===== config.mk =====
export PLATFORM = sky130hd
export DESIGN_NAME = and_gate_triplex_flat
export DESIGN_NICKNAME = d
export VERILOG_FILES = /design/src/rtl/and_gate_triplex_if.sv /design/src/rtl/and_gate_triplex.sv /design/src/flat_wrapper.sv
export SDC_FILE = /design/constraint.sdc
export NUM_CORES = 1
export LEC_CHECK = 0
export ABC_AREA = 1
export BUFFER_PORTS_ARGS = -buffer_cell sky130_fd_sc_hd__buf_2
export CELL_PAD_IN_SITES_DETAIL_PLACEMENT = 1
export CELL_PAD_IN_SITES_GLOBAL_PLACEMENT = 2
export CORE_AREA = 3 3 56 58
export CTS_CLUSTER_DIAMETER = 40
export DETAILED_ROUTE_END_ITERATION = 10
export DIE_AREA = 0 0 59 61
export PLACE_DENSITY_LB_ADDON = 0.1
export SKIP_CTS_REPAIR_TIMING = 1
export SKIP_LAST_GASP = 1
export SLEW_MARGIN = 20
export SYNTH_ARGS = -nofsm -noshare
export SYNTH_HDL_FRONTEND = slang
export SYNTH_SLANG_ARGS = --single-unit

===== constraint.sdc =====
create_clock -name clk -period 1.8 [get_ports clk]
set_input_delay 0.27 -clock clk [delete_from_list [all_inputs] [get_ports clk]]
set_output_delay 0.27 -clock clk [all_outputs]
set_load 0.01 [all_outputs]

===== src/rtl/and_gate_triplex_if.sv =====
// -----------------------------------------------------------------------------
// and_gate_triplex_if
// Groups the operand, control and result signals of and_gate_triplex.
//   master : drives a, b, in_valid, inj_str, clr; observes every result
//   slave  : the AND block itself (consumes operands, produces results)
// Signals:
//   a, b        operands (WIDTH)
//   in_valid    qualifies a/b for the registered path and error accounting
//   inj_str     fault-injection mask XORed onto the structural result
//   clr         synchronous clear of sticky error flag and counter
//   y_df/y_beh/y_str/y_vote  combinational results (WIDTH)
//   mismatch    combinational disagreement between the three paths
//   y_q, out_valid           registered vote and valid
//   err_sticky, err_count    error accounting (err_count is CNT_W wide)
// -----------------------------------------------------------------------------
interface and_gate_triplex_if #(
   parameter int WIDTH = 1,
   parameter int CNT_W = 8
);
   logic [WIDTH-1:0] a;
   logic [WIDTH-1:0] b;
   logic             in_valid;
   logic [WIDTH-1:0] inj_str;
   logic             clr;
   logic [WIDTH-1:0] y_df;
   logic [WIDTH-1:0] y_beh;
   logic [WIDTH-1:0] y_str;
   logic [WIDTH-1:0] y_vote;
   logic             mismatch;
   logic [WIDTH-1:0] y_q;
   logic             out_valid;
   logic             err_sticky;
   logic [CNT_W-1:0] err_count;

   modport master (
      output a, b, in_valid, inj_str, clr,
      input  y_df, y_beh, y_str, y_vote, mismatch,
             y_q, out_valid, err_sticky, err_count
   );

   modport slave (
      input  a, b, in_valid, inj_str, clr,
      output y_df, y_beh, y_str, y_vote, mismatch,
             y_q, out_valid, err_sticky, err_count
   );
endinterface


===== src/rtl/and_gate_triplex.sv =====
// -----------------------------------------------------------------------------
// and_gate_triplex
// Bitwise AND computed three independent ways (dataflow, behavioural, gate
// primitives), majority-voted, registered, and cross-checked. Disagreement on
// a valid cycle sets a sticky flag and bumps a saturating counter.
// Ports:
//   clk    rising-edge clock
//   rst_n  asynchronous active-low reset of all registered state
//   bus    and_gate_triplex_if.slave carrying operands, controls and results
// Parameters:
//   WIDTH  operand/result width (1..64), must match the interface instance
//   CNT_W  error counter width (1..32), must match the interface instance
// -----------------------------------------------------------------------------
module and_gate_triplex #(
   parameter int WIDTH = 1,
   parameter int CNT_W = 8
) (
   input  logic               clk,
   input  logic               rst_n,
   and_gate_triplex_if.slave  bus
);

   logic [WIDTH-1:0] w_df;
   logic [WIDTH-1:0] w_beh;
   logic [WIDTH-1:0] w_str_raw;
   logic [WIDTH-1:0] w_str;
   logic [WIDTH-1:0] w_vote;
   logic             w_mismatch;
   logic             w_event;
   logic [CNT_W-1:0] w_cnt_inc;

   logic [WIDTH-1:0] r_y_q;
   logic             r_out_valid;
   logic             r_err_sticky;
   logic [CNT_W-1:0] r_err_count;

   // Dataflow path
   assign w_df = bus.a & bus.b;

   // Behavioural path
   always_comb begin
      w_beh = '0;
      w_beh = bus.a & bus.b;
   end

   // Structural path: one gate primitive per bit, then the injection mask
   genvar gi;
   generate
      for (gi = 0; gi < WIDTH; gi++) begin : g_str
         and u_and_bit (w_str_raw[gi], bus.a[gi], bus.b[gi]);
      end
   endgenerate

   assign w_str = w_str_raw ^ bus.inj_str;

   // Bitwise 2-of-3 majority: any single faulty path is outvoted
   assign w_vote     = (w_df & w_beh) | (w_df & w_str) | (w_beh & w_str);
   assign w_mismatch = |((w_df ^ w_beh) | (w_df ^ w_str));
   assign w_event    = bus.in_valid & w_mismatch;

   // Saturating increment: hold at all-ones rather than wrapping to zero
   assign w_cnt_inc = (r_err_count == {CNT_W{1'b1}}) ? r_err_count
                                                      : r_err_count + CNT_W'(1);

   always_ff @(posedge clk or negedge rst_n) begin
      if (!rst_n) begin
         r_y_q        <= '0;
         r_out_valid  <= 1'b0;
         r_err_sticky <= 1'b0;
         r_err_count  <= '0;
      end else begin
         r_out_valid <= bus.in_valid;
         if (bus.in_valid) begin
            r_y_q <= w_vote;
         end
         // A fresh event outranks a coincident clear so no fault is lost
         if (w_event) begin
            r_err_sticky <= 1'b1;
         end else if (bus.clr) begin
            r_err_sticky <= 1'b0;
         end
         if (bus.clr) begin
            r_err_count <= w_event ? CNT_W'(1) : '0;
         end else if (w_event) begin
            r_err_count <= w_cnt_inc;
         end
      end
   end

   assign bus.y_df       = w_df;
   assign bus.y_beh      = w_beh;
   assign bus.y_str      = w_str;
   assign bus.y_vote     = w_vote;
   assign bus.mismatch   = w_mismatch;
   assign bus.y_q        = r_y_q;
   assign bus.out_valid  = r_out_valid;
   assign bus.err_sticky = r_err_sticky;
   assign bus.err_count  = r_err_count;

endmodule


===== src/flat_wrapper.sv =====
// flat-port wrapper written by rule: the top's interface ports become plain ports
module and_gate_triplex_flat 
#(
   parameter int WIDTH = 1,
   parameter int CNT_W = 8
)
  (clk, rst_n, bus_a, bus_b, bus_in_valid, bus_inj_str, bus_clr, bus_y_df, bus_y_beh, bus_y_str, bus_y_vote, bus_mismatch, bus_y_q, bus_out_valid, bus_err_sticky, bus_err_count);
  and_gate_triplex_if #(.WIDTH(WIDTH), .CNT_W(CNT_W)) bus_i ();
  input  logic clk;
  input  logic rst_n;
  input wire logic [$bits(bus_i.a)-1:0] bus_a;
  input wire logic [$bits(bus_i.b)-1:0] bus_b;
  input wire logic [$bits(bus_i.in_valid)-1:0] bus_in_valid;
  input wire logic [$bits(bus_i.inj_str)-1:0] bus_inj_str;
  input wire logic [$bits(bus_i.clr)-1:0] bus_clr;
  output wire logic [$bits(bus_i.y_df)-1:0] bus_y_df;
  output wire logic [$bits(bus_i.y_beh)-1:0] bus_y_beh;
  output wire logic [$bits(bus_i.y_str)-1:0] bus_y_str;
  output wire logic [$bits(bus_i.y_vote)-1:0] bus_y_vote;
  output wire logic [$bits(bus_i.mismatch)-1:0] bus_mismatch;
  output wire logic [$bits(bus_i.y_q)-1:0] bus_y_q;
  output wire logic [$bits(bus_i.out_valid)-1:0] bus_out_valid;
  output wire logic [$bits(bus_i.err_sticky)-1:0] bus_err_sticky;
  output wire logic [$bits(bus_i.err_count)-1:0] bus_err_count;
  assign bus_i.a = bus_a;
  assign bus_i.b = bus_b;
  assign bus_i.in_valid = bus_in_valid;
  assign bus_i.inj_str = bus_inj_str;
  assign bus_i.clr = bus_clr;
  assign bus_y_df = bus_i.y_df;
  assign bus_y_beh = bus_i.y_beh;
  assign bus_y_str = bus_i.y_str;
  assign bus_y_vote = bus_i.y_vote;
  assign bus_mismatch = bus_i.mismatch;
  assign bus_y_q = bus_i.y_q;
  assign bus_out_valid = bus_i.out_valid;
  assign bus_err_sticky = bus_i.err_sticky;
  assign bus_err_count = bus_i.err_count;
  and_gate_triplex #(.WIDTH(WIDTH), .CNT_W(CNT_W)) u_core (.clk(clk), .rst_n(rst_n), .bus(bus_i));
endmodule

==> impl_metrics.csv <==
group,metric,value,unit
floorplanning,start_util,0.252,
clock_network,cts_made_buffers,3,
synthesis,ys_ff_latch,11,
outcome,status,"complete, no violations",
pwr,ir_drop,0.284,mV
floorplanning,die_height,61,µm
clock_network,htreeDepth,1,
layout,stdcell_area,827,µm²
place,place.detailed.hpwl,1360,µm
synthesis,ys_seq_area_frac,0.403,
global_route,grt_max_degree,14,
timing,setup_viol,0,
route,drc,0,
clock_network,numClockSinks,11,
clock_network,cts_tree,"yes",
synthesis,synth_area,683,µm²
timing,rsz0062_at_grt,"false",
route,first_iter_violations,10,
route,met2_length,827,µm
clock_network,cts_buffer_depth,2,
timing,hold_violations,0,
critical_path,cp.required,1.96,ns
layout,area_growth,21.1,%
place,io_buffers,22,
route,ant_nets,0,
timing,tns,0,ns
timing,clock.fmax,717,MHz
layout,drive_gt1_frac,0.333,
timing,maxSlewHeadroom,0.771,
synthesis,ys_warn_count,0,
timing,period_needed,1.40,ns
route,top_layer,"met4",
timing,whs,0.154,ns
synthesis,synth.top_cell.area_share,0.403,
synthesis,synth_top_cell_by_area,"dfrtp_1",
place,place_area,790,µm²
clock_network,clkTransAtPathRegs,0.09,ns
floorplanning,rows,19,
pwr,p_per_area,665,mW/mm²
critical_path,cp-end-kind,"flop",
critical_path,worst-path-max-fanout,13,
global_route,grt_pass1_vias,614,
layout,antenna_cells,0,
clock_network,worstSkewPairLatency,0.28,ns
floorplanning,core-area,0.00271,mm²
timing,slew_viol_final,0,
layout,nets,117,
layout,final_common_cell,"nand2_1",
floorplanning,fp.dieW,59,µm
floorplanning,die_area,0.00360,mm²
job,cap_violations,0,
synthesis,synth_area_per_cell,8.04,µm²
clock_network,cts.root.buffer_cell,"clkbuf_4",
global_route,antenna_found_initial,0,
route,wl_met1,776,µm
timing,finClkSkew,0.00220,ns
synthesis,ys_types,22,
timing,worstMarginPinSlew,0.342,ns
layout,final_cell_mix,"nand2_1, buf_2, dfrtp_1",
synthesis,synth_cells,85,
critical_path,criticalPathCategory,"reg -> reg",
worst_hold_path,hold_class,"in -> reg",
route,drt-total-wl,1700,µm
global_route,grt_use_total,0.109,
pwr,power,550,µW
route,avgViaCountPerCell,4.47,
critical_path,cp.arrival,1.56,ns
route,drt_pass1_iterations,4,
route,wl_met3,62,µm
route,vias,622,
place,gp_congestion,0.690,
pwr,leakagePower,0.461,nW
synthesis,synth_area_leaders,"dfrtp_1, nand2_1, nand3_1",
floorplanning,top_level_ports,23,
critical_path,start_kind,"flop",
global_route,gr-total-overflow,0,
timing,post-route-period-util,0.775,
route,post_drt_wl_per_cell,12.2,µm
global_route,grt_pass1_wl,2850,µm
synthesis,synth_nets,93,
## critical path, stage by stage (launching register included)
cell      delay (ns)
dfrtp_1         0.45
ha_1            0.20
nand2_1         0.09
inv_1           0.16
nand3b_4        0.11
nand2_4         0.16
o21ai_0         0.11
## sequential cells by signal, summed over array words and instances, names as in the netlist
signal	cells
u_core.bus.err_count	8
u_core.bus.err_sticky	1
u_core.bus.out_valid	1
u_core.bus.y_q	1
## cells by family (layout without fill, tap and decap cells)
family,after synthesis,count (layout),synth area share
AND/OR/NAND/NOR,48,48,0.337
XOR/XNOR,1,1,0.0128
adder cells (fa/ha/maj),1,1,0.0183
AO/OA/AOI/OAI,10,10,0.106
buffers and inverters,14,37,0.123
flip-flops,11,11,0.403
## metrics by stage
stage	std cells	util	worst slack, ns
after floorplan	85	-	0.438
after detailed placement	134	0.291	0.387
final	139	0.305	0.404
after CTS	138	0.301	0.364
after global routing	139	0.305	0.242
after global placement	134	0.291	0.446
## power breakdown
part | switching [mW] | total, mW | internal [mW]
combinational | 0.0545 | 0.0916 | 0.0372
sequential | 0.0129 | 0.272 | 0.260
clock | 0.103 | 0.186 | 0.0824
## cell type report
cell class,instances,area [µm²]
Sequential cell,11,275
Inverter,9,33.8
Tap cell,31,38.8
Multi-Input combinational cell,60,324
Fill cell,356,1880
Timing Repair Buffer,24,128
Clock buffer,3,22.5
Clock inverter,1,5.00
## synth_stat cells
cell type / number
nand2_2: 2
a21oi_1: 1
buf_4: 2
nand2_4: 1
nor2_1: 5
o21bai_1: 2
clkbuf_1: 1
o21ai_2: 4
o211ai_1: 1
ha_1: 1
nor2_4: 1
inv_1: 9
o21ai_0: 1
nand3_1: 9
dfrtp_1: 11
o21ai_1: 1
nand4_1: 1
nand2_1: 28
nand3b_4: 1
buf_12: 1
buf_6: 1
xnor2_1: 1
## worst paths after layout
path,start,to,slack (ns),cells after the start
worst max-delay path,u_core.bus.err_count[0],u_core.bus.err_count[7],0.40,6
worst min-delay path,bus_in_valid,u_core.bus.out_valid,0.15,1
worst max register to register,u_core.bus.err_count[0],u_core.bus.err_count[7],0.40,6
worst min register to register,u_core.bus.err_sticky,u_core.bus.err_sticky,0.48,2
max in group asynchronous,rst_n,u_core.bus.err_count[6],1.21,2
min in group asynchronous,rst_n,u_core.bus.err_count[2],0.38,2
## per-layer routing
| metal | global-route usage | vias to the layer above |
|---|---|---|
| li1 | - | 313 |
| met1 | 0.130 | 293 |
| met2 | 0.186 | 12 |
| met3 | 0.0191 | 4 |
| met4 | 0.0583 | 0 |
| met5 | 0 | - |
Power figures use the tool's default switching activity.
